==> src/rtl/strip_alloc_if.sv <==
// Request/response bundle between a strip allocator and its client.
interface strip_alloc_if #(
    parameter int unsigned WW = 7
);
    logic          req_valid;
    logic          req_ready;
    logic [WW-1:0] req_w;
    logic [3:0]    id1;
    logic [3:0]    id2;
    logic [3:0]    id3;
    logic          resp_valid;
    logic          resp_ok;
    logic [3:0]    resp_id;
    logic [WW-1:0] resp_x;

    modport master (
        output req_valid, req_w, id1, id2, id3,
        input  req_ready, resp_valid, resp_ok, resp_id, resp_x
    );

    modport slave (
        input  req_valid, req_w, id1, id2, id3,
        output req_ready, resp_valid, resp_ok, resp_id, resp_x
    );
endinterface

==> src/rtl/strip_alloc.sv <==
// Strip allocator: places an item of width req_w into the first of up to three
// candidate strips (IDs 1..13) with room, returning the strip and offset.
module strip_alloc #(
    parameter int unsigned STRIP_W = 64,
    parameter int unsigned WW      = 7
) (
    input  logic clk,
    input  logic rst,
    input  logic clr,
    output logic busy,
    strip_alloc_if.slave bus
);
    localparam int unsigned NUM_IDS = 16;
    localparam int unsigned SUM_W   = WW + 1;

    typedef enum logic [2:0] {
        IDLE = 3'd0,
        CHK1 = 3'd1,
        CHK2 = 3'd2,
        CHK3 = 3'd3,
        RESP = 3'd4
    } state_t;

    state_t state_q, state_d;

    logic [WW-1:0] used_q [NUM_IDS];
    logic [WW-1:0] w_q;
    logic [3:0]    id1_q, id2_q, id3_q;

    logic          resp_valid_q, resp_ok_q, resp_ok_d;
    logic [3:0]    resp_id_q, resp_id_d;
    logic [WW-1:0] resp_x_q, resp_x_d;
    logic          busy_q;

    logic          latch_en, clr_en, commit_en;
    logic [3:0]    cand_id;
    logic          cand_valid;
    logic [WW-1:0] cand_used;
    logic [SUM_W-1:0] cand_sum;
    logic          hit;

    assign bus.req_ready  = (state_q == IDLE) && !clr;
    assign bus.resp_valid = resp_valid_q;
    assign bus.resp_ok    = resp_ok_q;
    assign bus.resp_id    = resp_id_q;
    assign bus.resp_x     = resp_x_q;
    assign busy           = busy_q;

    // Candidate for the current check stage and its fit test
    always_comb begin
        cand_id = 4'd0;
        case (state_q)
            CHK1:    cand_id = id1_q;
            CHK2:    cand_id = id2_q;
            CHK3:    cand_id = id3_q;
            default: cand_id = 4'd0;
        endcase
        cand_valid = (cand_id >= 4'd1) && (cand_id <= 4'd13);
        cand_used  = used_q[cand_id];
        cand_sum   = SUM_W'(cand_used) + SUM_W'(w_q);
        hit        = cand_valid && (w_q != '0) && (cand_sum <= SUM_W'(STRIP_W));
    end

    // Next-state and response/commit decisions
    always_comb begin
        state_d   = state_q;
        resp_ok_d = resp_ok_q;
        resp_id_d = resp_id_q;
        resp_x_d  = resp_x_q;
        latch_en  = 1'b0;
        clr_en    = 1'b0;
        commit_en = 1'b0;
        case (state_q)
            IDLE: begin
                if (clr) begin
                    clr_en = 1'b1;
                end else if (bus.req_valid) begin
                    latch_en = 1'b1;
                    state_d  = CHK1;
                end
            end
            CHK1, CHK2, CHK3: begin
                if (hit) begin
                    resp_ok_d = 1'b1;
                    resp_id_d = cand_id;
                    resp_x_d  = cand_used;
                    commit_en = 1'b1;
                    state_d   = RESP;
                end else if (state_q == CHK1) begin
                    state_d = CHK2;
                end else if (state_q == CHK2) begin
                    state_d = CHK3;
                end else begin
                    resp_ok_d = 1'b0;
                    resp_id_d = 4'd0;
                    resp_x_d  = '0;
                    state_d   = RESP;
                end
            end
            RESP:    state_d = IDLE;
            default: state_d = IDLE;
        endcase
    end

    always_ff @(posedge clk) begin
        if (rst) begin
            state_q      <= IDLE;
            w_q          <= '0;
            id1_q        <= 4'd0;
            id2_q        <= 4'd0;
            id3_q        <= 4'd0;
            resp_valid_q <= 1'b0;
            resp_ok_q    <= 1'b0;
            resp_id_q    <= 4'd0;
            resp_x_q     <= '0;
            busy_q       <= 1'b0;
            for (int k = 0; k < NUM_IDS; k++) used_q[k] <= '0;
        end else begin
            state_q      <= state_d;
            resp_valid_q <= (state_d == RESP);
            busy_q       <= (state_d != IDLE);
            resp_ok_q    <= resp_ok_d;
            resp_id_q    <= resp_id_d;
            resp_x_q     <= resp_x_d;
            if (latch_en) begin
                w_q   <= bus.req_w;
                id1_q <= bus.id1;
                id2_q <= bus.id2;
                id3_q <= bus.id3;
            end
            if (clr_en) begin
                for (int k = 0; k < NUM_IDS; k++) used_q[k] <= '0;
            end else if (commit_en) begin
                // Sum is bounded by STRIP_W, so it always fits in WW bits
                used_q[cand_id] <= WW'(cand_sum);
            end
        end
    end
endmodule

==> src/flat_wrapper.sv <==
// flat-port wrapper written by rule: the top's interface ports become plain ports
module strip_alloc_flat 
#(
    parameter int unsigned STRIP_W = 64,
    parameter int unsigned WW      = 7
)
  (clk, rst, clr, busy, bus_req_valid, bus_req_w, bus_id1, bus_id2, bus_id3, bus_req_ready, bus_resp_valid, bus_resp_ok, bus_resp_id, bus_resp_x);
  strip_alloc_if #(.WW(WW)) bus_i ();
  input  logic clk;
  input  logic rst;
  input  logic clr;
  output logic busy;
  input wire logic [$bits(bus_i.req_valid)-1:0] bus_req_valid;
  input wire logic [$bits(bus_i.req_w)-1:0] bus_req_w;
  input wire logic [$bits(bus_i.id1)-1:0] bus_id1;
  input wire logic [$bits(bus_i.id2)-1:0] bus_id2;
  input wire logic [$bits(bus_i.id3)-1:0] bus_id3;
  output wire logic [$bits(bus_i.req_ready)-1:0] bus_req_ready;
  output wire logic [$bits(bus_i.resp_valid)-1:0] bus_resp_valid;
  output wire logic [$bits(bus_i.resp_ok)-1:0] bus_resp_ok;
  output wire logic [$bits(bus_i.resp_id)-1:0] bus_resp_id;
  output wire logic [$bits(bus_i.resp_x)-1:0] bus_resp_x;
  assign bus_i.req_valid = bus_req_valid;
  assign bus_i.req_w = bus_req_w;
  assign bus_i.id1 = bus_id1;
  assign bus_i.id2 = bus_id2;
  assign bus_i.id3 = bus_id3;
  assign bus_req_ready = bus_i.req_ready;
  assign bus_resp_valid = bus_i.resp_valid;
  assign bus_resp_ok = bus_i.resp_ok;
  assign bus_resp_id = bus_i.resp_id;
  assign bus_resp_x = bus_i.resp_x;
  strip_alloc #(.STRIP_W(STRIP_W), .WW(WW)) u_core (.clk(clk), .rst(rst), .clr(clr), .busy(busy), .bus(bus_i));
endmodule
==> config.mk <==
export PLATFORM = sky130hd
export DESIGN_NAME = strip_alloc_flat
export DESIGN_NICKNAME = d
export VERILOG_FILES = /design/src/rtl/strip_alloc_if.sv /design/src/rtl/strip_alloc.sv /design/src/flat_wrapper.sv
export SDC_FILE = /design/constraint.sdc
export NUM_CORES = 1
export LEC_CHECK = 0
export BUFFER_PORTS_ARGS = -buffer_cell sky130_fd_sc_hd__clkbuf_2
export CAP_MARGIN = 10
export CORE_AREA = 2 2 109 138
export CTS_BUF_LIST = sky130_fd_sc_hd__clkbuf_8 sky130_fd_sc_hd__clkbuf_16
export DETAILED_ROUTE_END_ITERATION = 8
export DIE_AREA = 0 0 111 140
export PLACE_DENSITY = 0.77
export SKIP_LAST_GASP = 1
export SLEW_MARGIN = 25
export SYNTH_ARGS = -nofsm -noshare
export SYNTH_HDL_FRONTEND = slang
export SYNTH_SLANG_ARGS = --single-unit
==> constraint.sdc <==
create_clock -name clk -period 16.1 [get_ports clk]
set_clock_uncertainty 0.1 [all_clocks]
set_input_delay 3.22 -clock clk [delete_from_list [all_inputs] [get_ports clk]]
set_output_delay 3.22 -clock clk [all_outputs]
set_load 0.01 [all_outputs]
# Yosys cells after proc, flatten, opt, wreduce, memory -nomap -nowiden
# Memory sizes are Yosys's and may differ from the RTL's.
# Cells that the tools add are included.
dict set report word_totals {
  register_bits 36
  ram_bits 112
  input_bits 23
  out_inout_bits 15
  word_cells 99
  mem_count 1
}
# memory depth width read_ports rd_clocked_by_memory_dff write_ports line_no
set memory_table {}
lappend memory_table {u_core.used_q 16 7 1 0 16 strip_alloc.sv:26} ;# logic [WW-1:0] used_q [NUM_IDS];
dict set report classes {
  add_sub_neg 1
  order_cmp 3
  n_eq_ne 6
  n_mux 51
  n_bitwise 16
  n_reduce_logical 11
}
# operator n
set op_table {}
lappend op_table {{$mux 7} 20}
lappend op_table {{$mux 1} 20}
lappend op_table {{$mux 4} 4}
lappend op_table {{$or 1x1->1} 16}
lappend op_table {{$mux 3} 5}
lappend op_table {{$pmux 4 s3} 1}
lappend op_table {{$add 7x7->8} 1}
lappend op_table {{$le 8x7->1 const B} 1}
lappend op_table {{$reduce_bool 7->1} 1}
lappend op_table {{$reduce_or 7->1} 1}
lappend op_table {{$eq 3x2->1 const B} 2}
lappend op_table {{$pmux 3 s2} 1}
lappend op_table {{$ge 4x1->1 const B} 1}
lappend op_table {{$le 4x4->1 const B} 1}
lappend op_table {{$logic_and 1x1->1} 4}
lappend op_table {{$ne 2x1->1 const B} 2}
lappend op_table {{$eq 3x1->1 const B} 1}
lappend op_table {{$eq 3x3->1 const B} 1}
lappend op_table {{$logic_not 3->1} 1}
lappend op_table {{$reduce_and 3->1} 1}
lappend op_table {{$reduce_bool 3->1} 1}
lappend op_table {{$reduce_or 3->1} 1}
lappend op_table {{$logic_not 1->1} 1}

# Longest topological paths before layout
# Gate-level depths: netlist of run 1.
dict set report logic_depth {
  word_depth 14
  depth_mapped 21
  ltp_nobuf 15
}

# Worst setup path after synthesis of run 1
# Ideal clock, no wire load.
dict set report synth_path {
  path_type {input-to-output}
  from {input port clr}
  to {output port bus_req_ready}
  t_arrival_ns 3.682
  required_ns 12.780
  setup_slack_ns 9.098
  cell_stages 1
  path_buffers 0
  cell_sequence {nor4_1}
}
dict set report synth_via {
  elab_chain_len 2
}
# element line_no
set synth_lines {}
lappend synth_lines {{start: declaration} flat_wrapper.sv:11} ;# input logic clr;
lappend synth_lines {{$logic_not 1->1} strip_alloc.sv:42} ;# assign bus.req_ready = (state_q == IDLE) && !clr;
lappend synth_lines {{$logic_and 1x1->1} strip_alloc.sv:42}
lappend synth_lines {{end: declaration} flat_wrapper.sv:18} ;# output wire logic [$bits(bus_i.req_ready)-1:0] bus_req_ready;
# Every way passes these cells.

# Final worst setup path of run 1
# Same ends and word-level chain as after synthesis.

==> metrics.csv, run 1 <==
metric;value;unit
maximum VDD drop;0.08341;mV
Tot GR Track Use;21.50;%
Die Y;140;µm
Ports;38;
CP top delay family;simple AND/OR/NAND/NOR gates;
largest net degree at the start of global routing;62;
CTS Hold Bufs;0;
ys async rst share;0;%
Placed Area;7284;µm²
Core ar.;14160;µm²
hold depth;2;
Final Util;55.84;%
Sw Ratio;25.55;%
fmax;0.1394;GHz
syn_area_per_cell;10.31;µm²
Reg power frac;46.0;%
DR iter-0 viols;562;
crit-path max cell delay;0.32;ns
share of cells above drive strength 1;14.07;%
clk sinks;148;
Leak;2.860;nW
RSZ-0062 raised after global routing;false;
period utilisation layout;44.55;%
filler instances;1151;
clock root buffer;clkbuf_16;
Synth Flop Type;edfxtp_1;
Yosys Warn Count;0;
Remaining DRCs;0;
Slew headroom;29.71;%
CP startpoint kind;primary input;
DRT Pass-1 Iters;6;
CP Class;in2out;
GR Overflow Total;0;
combinational group share of total power;12.7;%
antenna viol nets, final;0;
WL final;16.64;mm
worst-path cell chain;clkbuf_2, nor4_1, clkbuf_2;
Fin. Hold Viols;0;
Initial Utilization;49.42;%
Pins Over Slew Limit;0;
cell count along the critical path;3;
critical path capture point type;primary output;
R2R cell count;16;
Worst-Margin Slew;1.045;ns
vias;5374;
number of setup violations in the final report;0;
# nets final;738;
FF+latch count, synth;148;
TritonCTS Buffers;17;
post-DR wirelength/cell;18.57;µm
clock slew at reported path FFs;0.06;ns
crit path max fanout;3;
register area share after synthesis;58.35;%
clock power share;41.3;%
max-cap violation count;0;
Clock Latency Late Sink;0.42;ns
pwr dens;125.7;nW/µm²
number of flops mapped to enable cells by yosys;112;
Area Overhead vs Synth;13.00;%
Switch Pwr;0.2540;mW
DIE WIDTH;111;µm
Max clock buf depth;2;
status;completed;
CP max stage cell;nor4_1;
final RePlAce weighted congestion;0.9351;
Row Count;49;
vias in the first global route;5221;
Most common cell on crit path;clkbuf_2;
port bufs;37;
CP arrival;3.85;ns
Design Area, Final;7909;µm²
Hold WC Path Type;reg2reg;
Setup TNS;0;ns
Cells after Synth;679;
# H-tree levels;4;
Resized Gates After CTS;0;
area of the mapped netlist;6999;µm²
unique cell type count in the Yosys netlist;54;
final worst slack;8.927;ns
initial antenna violation count;0;
Post-CTS Setup Inserts;0;
first-pass GRT wire length;25.95;mm
WP data required;12.78;ns
TritonCTS clock tree;done;
Detailed Place HPWL;11.23;mm
Setup WS pre-CTS;8.925;ns
CP bufs+invs;2;
die footprint;15540;µm²
ant diodes;0;
DR vias/cell;5.998;
Tmin final;7.173;ns
Int Pwr;0.7402;mW
layer usage:
metal / wire length (µm) / track usage, % / vias to the layer above
li1: - / - / 2506
met3: 1360 / 4.803 / 60
met5: 0 / 0 / -
met1: 6038 / 25.06 / 2506
met2: 8516 / 37.62 / 302
met4: 724 / 10.33 / 0
placed cells by master, fill, tap and decap left out, types with 3 or more instances in the layout:
master / Yosys / final
a21o_1: 4 / 3
a21oi_1: 56 / 56
a22o_1: 7 / 7
a22oi_1: 18 / 18
a31oi_1: 14 / 14
a32oi_1: 10 / 9
and2_1: 4 / 4
buf_4: 4 / 6
bufinv_16: 0 / 4
clkbuf_16: 0 / 17
clkbuf_2: 0 / 37
conb_1: 1 / 21
dfxtp_1: 36 / 36
edfxtp_1: 112 / 112
ha_1: 8 / 8
inv_1: 7 / 8
mux2_2: 5 / 5
mux2i_1: 7 / 7
nand2_1: 158 / 158
nand3_1: 8 / 8
nand3_2: 3 / 3
nor2_1: 41 / 41
nor2b_1: 3 / 3
nor3_1: 60 / 60
nor4_1: 11 / 11
o21ai_0: 3 / 3
o2bb2ai_1: 4 / 4
o31ai_1: 8 / 6
o31ai_2: 5 / 7
xnor2_1: 4 / 3
synthesized netlist by cell type (2+ instances only):
| cell type | count | area share, % |
|---|---|---|
| inv_1 | 7 | 0.38 |
| buf_4 | 4 | 0.43 |
| o31ai_1 | 8 | 0.86 |
| edfxtp_1 | 112 | 48 |
| mux2i_1 | 7 | 1.0 |
| nand2b_1 | 2 | 0.18 |
| a22o_1 | 7 | 0.88 |
| mux2_2 | 5 | 0.80 |
| o31ai_2 | 5 | 0.89 |
| a21oi_1 | 56 | 4.0 |
| clkbuf_1 | 35 | 1.9 |
| nand2_1 | 158 | 8.5 |
| nor2b_1 | 3 | 0.27 |
| a211oi_1 | 2 | 0.21 |
| xnor2_1 | 4 | 0.50 |
| dfxtp_1 | 36 | 10 |
| nor4_1 | 11 | 0.98 |
| nand4_1 | 2 | 0.18 |
| nor3_2 | 2 | 0.29 |
| o2bb2ai_1 | 4 | 0.50 |
| nand3_2 | 3 | 0.43 |
| nor3_1 | 60 | 4.3 |
| a21o_1 | 4 | 0.43 |
| a31oi_1 | 14 | 1.3 |
| buf_6 | 6 | 0.97 |
| and2_1 | 4 | 0.36 |
| nand3_1 | 8 | 0.57 |
| a22oi_1 | 18 | 1.9 |
| a32oi_1 | 10 | 1.3 |
| o21ai_0 | 3 | 0.21 |
| nor2_1 | 41 | 2.2 |
| ha_1 | 8 | 1.4 |
| buf_2 | 9 | 0.64 |
cells by family (layout without fill, tap and decap cells):
family,count (synthesis),in the layout,share of synthesized area (%)
compound gates,137,137,13.35
xor+xnor,5,5,0.6256
fa+ha+maj,9,9,1.716
buf+inv,62,81,4.344
flops,148,148,58.35
mux,12,12,1.805
other cells,1,21,0.05358
simple gates,305,305,19.75
tightest hold or removal path: cells and delay by family (launching register included):
family           cells  cell delay [ns]
AND/OR/NAND/NOR      1             0.05
flip-flops           1             0.31
AO/OA/AOI/OAI        1             0.05
path summary, 6_finish.rpt:
path,from,endpoint,slack [ns]
setup / recovery,clr,bus_req_ready,8.93
hold / removal,u_core.id1_q[3],u_core.id1_q[3],0.36
setup reg to reg,u_core.state_q[1],u_core.used_q[10][5],9.30
hold reg to reg,u_core.id1_q[3],u_core.id1_q[3],0.36
sequential cells by signal, summed over array words and instances (netlist names):
| register | flops |
|---|---|
| u_core.bus.resp_ok | 1 |
| u_core.id3_q | 4 |
| u_core.bus.resp_x | 7 |
| u_core.state_q | 3 |
| u_core.used_q | 112 |
| u_core.id2_q | 4 |
| u_core.bus.resp_valid | 1 |
| u_core.bus.resp_id | 4 |
| u_core.id1_q | 4 |
| u_core.busy | 1 |
| u_core.w_q | 7 |
metrics by stage:
stage,hold slack (ns),std cells,total power [mW]
2_1_floorplan,0.3329,699,0.5479
3_3_place_gp,0.3407,865,0.5830
3_5_place_dp,0.3493,865,0.5874
4_1_cts,0.3576,896,0.9902
5_1_grt,0.3787,896,1.018
6_report,0.3577,896,0.9941
area by class of cell:
| cell class | instances | area (µm²) | share of cell area [%] |
|---|---|---|---|
| flip-flops and latches | 148 | 4084 | 51.64 |
| repair buffers | 43 | 230.2 | 2.911 |
| multi-input cells | 489 | 2734 | 34.57 |
| clock inverters | 14 | 186.4 | 2.357 |
| inverters | 7 | 26.28 | 0.3322 |
| clock buffers | 17 | 425.4 | 5.379 |
| well taps | 178 | 222.7 | 2.816 |
power groups by stage:
stage | clock network (mW) | registers (mW) | logic, mW
after floorplan | 0 | 0.459 | 0.0892
after global placement | 0 | 0.464 | 0.119
after detailed placement | 0 | 0.465 | 0.123
after CTS | 0.409 | 0.457 | 0.124
after global routing | 0.422 | 0.460 | 0.137
final | 0.411 | 0.457 | 0.126
(Power assumes the default switching activity.)
==> inputs of run 2 (changes only) <==
- ABC_AREA: unset -> 1
- CORE_AREA: 2 2 109 138 -> 2 2 108 137
- DIE_AREA: 0 0 111 140 -> 0 0 110 139
- PLACE_DENSITY: 0.77 -> 0.8
- clock period: 16.1 -> 6.2 ns (I/O delays scaled with it)
==> metrics.csv, run 2 <==
metric;value;unit
Largest register FFs;112;
commonest non-fill, non-tap cell in the layout;nor2_1;
Switch Pwr;0.7991;mW
Worst Setup SP;u_core.state_q[1];
Worst R2R Start;u_core.state_q[1];
multi-input logic area;2531;µm²
Tmin final;5.632;ns
Yosys Warn Count;0;
Ports;38;
number of setup violations in the final report;0;
initial antenna violation count;0;
WL final;16.18;mm
Most common cell on crit path;nand2_1;
FF+latch area;4084;µm²
TritonCTS clock tree;done;
share of the synthesized area in the top cell type;48.94;%
unique cell type count in the Yosys netlist;35;
GR Overflow Total;0;
pwr dens;342.0;nW/µm²
R2R cell count;27;
vias in the first global route;5191;
Cells after Synth;769;
Row Count;49;
biggest area consumer among synthesized cells;edfxtp_1;
hold path start;u_core.bus.resp_id[0];
CP max stage cell;nand2_1;
Remaining DRCs;0;
ys async rst share;0;%
WP data required;6.20;ns
synth top area cells;edfxtp_1, nor2_1, dfxtp_1;
Final Total Pwr;2.665;mW
Slew headroom;33.85;%
area of the mapped netlist;6872;µm²
Post-synth top cells;nor2_1, nand2_1, edfxtp_1;
count leader, synth;nor2_1;
FF+latch count, synth;148;
CP Class;reg2reg;
Largest Register;u_core.used_q;
number of flops mapped to enable cells by yosys;112;
Detailed Place HPWL;10.97;mm
post-DR wirelength/cell;16.13;µm
TritonCTS Buffers;17;
Core ar.;14040;µm²
DRT Pass-1 Iters;7;
share of cells above drive strength 1;11.64;%
DR vias/cell;5.418;
Tot GR Track Use;22.41;%
DR iter-0 viols;578;
crit-path max cell delay;0.80;ns
# nets final;844;
crit path max fanout;26;
filler instances;1164;
antenna viol nets, final;0;
Post-CTS Setup Inserts;0;
Leak;3.447;nW
Area Overhead vs Synth;13.40;%
period utilisation layout;90.84;%
Setup TNS;0;ns
Synth Flop Type;edfxtp_1;
reg-to-reg slack, setup;0.57;ns
Int Pwr;1.866;mW
Hold WC Path Type;reg2reg;
DIE WIDTH;110;µm
r2r endpoint;u_core.used_q[1][3];
critical path capture point type;register;
CP arrival;5.63;ns
clock power share;36.7;%
clock slew at reported path FFs;0.06;ns
hold depth;2;
Fin. Hold Viols;0;
Pins Over Slew Limit;0;
die footprint;15290;µm²
vias;5434;
syn_area_per_cell;8.936;µm²
fmax;0.1775;GHz
Resized Gates After CTS;0;
Initial Utilization;48.94;%
most frequent cells in the layout;nor2_1, nand2_1, edfxtp_1;
max-cap violation count;0;
clk sinks;148;
ant diodes;0;
CP startpoint kind;register;
final RePlAce weighted congestion;0.9126;
# H-tree levels;4;
Worst-Margin Slew;0.9899;ns
first-pass GRT wire length;25.74;mm
largest net degree at the start of global routing;61;
CTS Hold Bufs;0;
combinational group share of total power;17.9;%
RSZ-0062 raised after global routing;false;
port bufs;37;
Clock Latency Late Sink;0.42;ns
status;completed;
Die Y;139;µm
Max clock buf depth;2;
Sw Ratio;29.98;%
Reg power frac;45.4;%
maximum VDD drop;0.1912;mV
register area share after synthesis;59.43;%
hold endpoint;u_core.bus.resp_id[0];
clock root buffer;clkbuf_16;
## run 2: cell types whose count changed after synthesis, sizes merged, moves of 9 or more
cell and delta:
nor3 -19, nor2 +194, nand3 +18, o31ai -13, a31oi -12, o21ai +24
nor4 -9, a22oi -18, nand4 +9, clkbuf -15, a21oi -48, inv +27
a32oi -10
## run 2: metrics by stage
stage          util (%)  std cells  hold WS, ns  area, µm²  setup WS (ns)
6_report          55.50       1003       0.3666       7792         0.5678
3_3_place_gp      51.44        971       0.3534       7222         0.7383
2_1_floorplan         -        789       0.3554       6947          2.267
4_1_cts           55.49       1003       0.3716       7790         0.5334
5_1_grt           55.50       1003       0.3936       7792         0.1798
3_5_place_dp      51.44        971       0.3619       7222         0.6297
## run 2: layout make-up
class / instances / share of cell area (%)
clock inverter: 13 / 1.333
inverter: 36 / 1.814
clock buffer: 19 / 5.957
tap: 178 / 2.858
sequential: 148 / 52.41
multi-input combinational: 564 / 32.48
timing repair buffer: 45 / 3.147
## run 2: per-layer routing
metal  part of all wire [%]  track usage (%)
met1                     36            26.70
met2                     50            36.78
met3                    8.6            4.605
met4                    4.9            13.19
met5                      0                0
## run 2: kinds of logic after synthesis
logic type / share of synthesized area, %
AO/OA/AOI/OAI: 3.660
XOR/XNOR: 0.4917
adder cells (fa/ha/maj): 1.748
buffers and inverters: 4.861
flip-flops: 59.43
other: 0.05457
AND/OR/NAND/NOR: 29.75
## run 2: worst max path at each step
stage                                to  slack, ns  depth (start not counted)
floorplan           u_core.used_q[6][0]       2.27                         29
global placement    u_core.used_q[1][3]       0.74                         26
detailed placement  u_core.used_q[1][3]       0.63                         27
CTS                 u_core.used_q[1][5]       0.53                         27
global route        u_core.used_q[1][5]       0.18                         27
finish              u_core.used_q[1][3]       0.57                         27
## run 2: power by group through the flow
stage | clock network (mW) | registers, mW | logic [mW]
after floorplan | 0 | 1.21 | 0.317
after global placement | 0 | 1.23 | 0.455
after detailed placement | 0 | 1.23 | 0.460
after CTS | 0.983 | 1.21 | 0.466
after global routing | 1.03 | 1.22 | 0.517
final | 0.979 | 1.21 | 0.477
## run 2: critical path, delay by kind of cell (launching register included)
kind / cells / cell delay (ns)
DFF: 1 / 0.57
adders and majority gates: 1 / 0.34
and+or+nand+nor: 22 / 3.59
buffers and inverters: 3 / 0.54
xor gates and xnor gates: 1 / 0.16
==> inputs of run 3 (changes only) <==
- ABC_AREA: 1 -> unset
- CORE_AREA: 2 2 108 137 -> 2 2 109 138
- DIE_AREA: 0 0 110 139 -> 0 0 111 140
==> metrics.csv, run 3 (synthesis results as in run 1) <==
metric;value;unit
CP Class;reg2reg;
Final Util;56.90;%
port bufs;37;
Remaining DRCs;0;
DR vias/cell;6.087;
Clock Latency Late Sink;0.43;ns
Detailed Place HPWL;11.91;mm
TritonCTS clock tree;done;
# nets final;760;
maximum VDD drop;0.2083;mV
Design Area, Final;8059;µm²
share of cells above drive strength 1;16.19;%
critical path capture point type;register;
most frequent cells in the layout;nand2_1, edfxtp_1, nor3_1;
WL final;17.61;mm
crit-path max cell delay;0.66;ns
reg-to-reg slack, setup;0.36;ns
Setup WS pre-CTS;0.4461;ns
Placed Area;7467;µm²
r2r endpoint;u_core.used_q[3][3];
CP max stage cell;dfxtp_1;
max-cap violation count;0;
vias in the first global route;5342;
Worst-Margin Slew;0.9431;ns
ant diodes;0;
Final Total Pwr;2.554;mW
Area Overhead vs Synth;15.14;%
Leak;2.952;nW
fmax;0.1712;GHz
CP bufs+invs;2;
DRT Pass-1 Iters;5;
WP data required;6.33;ns
hold path start;u_core.id1_q[1];
Fin. Hold Viols;0;
Core ar.;14160;µm²
Largest register FFs;112;
Hold WC Path Type;reg2reg;
placed cells;887;
antenna viol nets, final;0;
Row Count;49;
worst-path cell chain;inv_1, a32oi_1, nand2b_1, a31oi_1, a22oi_1, nand2_1, ha_1, a21o_1, a221o_1, or3_4, o311ai_2, and3_1, buf_4, nand3_2, nor3_1;
Pins Over Slew Limit;0;
Tmin final;5.842;ns
Post-Layout Cell Count;919;
Setup TNS;0;ns
WHS;0.3578;ns
CP startpoint kind;register;
Ports;38;
CP top delay family;simple AND/OR/NAND/NOR gates;
Resized Gates After CTS;0;
clock root buffer;clkbuf_16;
period utilisation layout;94.22;%
TritonCTS Buffers;17;
vias;5594;
hold endpoint;u_core.id1_q[1];
CTS Hold Bufs;0;
crit path max fanout;16;
GR Overflow Total;0;
die footprint;15540;µm²
R2R cell count;15;
largest net degree at the start of global routing;61;
clk sinks;148;
DIE WIDTH;111;µm
first-pass GRT wire length;27.90;mm
RSZ-0062 raised after global routing;false;
commonest non-fill, non-tap cell in the layout;nand2_1;
Largest Register;u_core.used_q;
Max clock buf depth;2;
Initial Utilization;49.42;%
DR iter-0 viols;607;
number of setup violations in the final report;0;
Post-CTS Setup Inserts;0;
status;completed;
CP arrival;5.98;ns
Tot GR Track Use;23.01;%
final RePlAce weighted congestion;0.9093;
# H-tree levels;4;
Worst R2R Start;u_core.state_q[2];
Die Y;140;µm
hold depth;2;
clock slew at reported path FFs;0.06;ns
post-DR wirelength/cell;19.16;µm
final worst slack;0.3582;ns
Slew headroom;36.75;%
initial antenna violation count;0;
pwr dens;317.0;nW/µm²
## run 3: changes by cell type in the layout (fill, tap and decap cells not counted), sizes merged, moves of 12 or more
cell | before | now
nor3 | 43 | 62
nand3 | 30 | 12
buf | 8 | 28
inv | 41 | 10
a31oi | 2 | 14
nor2 | 235 | 41
o21ai | 27 | 3
a21oi | 9 | 57
o31ai | 0 | 13
a22oi | 0 | 18
## run 3: report_power, final
| group | total, mW | switching [mW] | internal [mW] | leakage, nW |
|---|---|---|---|---|
| combinational | 0.345 | 0.232 | 0.113 | 1.17 |
| clock | 1.02 | 0.416 | 0.606 | 0.281 |
| sequential | 1.19 | 0.0343 | 1.15 | 1.50 |
## run 3: worst max-delay path by stage
stage | startpoint | cells past startpoint | slack (ns) | end
after global placement | u_core.state_q[2] | 15 | 0.53 | u_core.used_q[10][1]
after floorplan | u_core.state_q[1] | 19 | 1.03 | u_core.used_q[5][0]
after CTS | u_core.state_q[2] | 16 | 0.41 | u_core.used_q[10][3]
final | u_core.state_q[2] | 15 | 0.36 | u_core.used_q[3][3]
after detailed placement | u_core.state_q[2] | 16 | 0.45 | u_core.used_q[10][5]
after global routing | u_core.state_q[2] | 16 | 0.05 | u_core.used_q[3][3]
## run 3: layer usage
metal | track usage [%] | vias to the layer above | wire length [µm]
li1 | - | 2551 | -
met3 | 4.500 | 68 | 1443
met2 | 39.49 | 322 | 8820
met5 | 0 | - | 0
met4 | 11.97 | 0 | 761
met1 | 27.51 | 2653 | 6580
## run 3: worst reg2reg max path, stage by stage, from the launching register on
cell      delay (ns)
dfxtp_1         0.66
inv_1           0.25
a32oi_1         0.55
nand2b_1        0.49
a31oi_1         0.12
a22oi_1         0.32
nand2_1         0.23
ha_1            0.40
a21o_1          0.18
a221o_1         0.33
or3_4           0.35
o311ai_2        0.30
and3_1          0.50
buf_4           0.24
nand3_2         0.33
nor3_1          0.32
## run 3: area by class of cell
cell class	instances	area, µm²
tap	178	222.7
sequential	148	4084
fill	1147	6103
inverter	7	26.28
clock inverter	14	152.6
multi-input combinational	489	2714
clock buffer	18	439.2
timing repair buffer	65	420.4
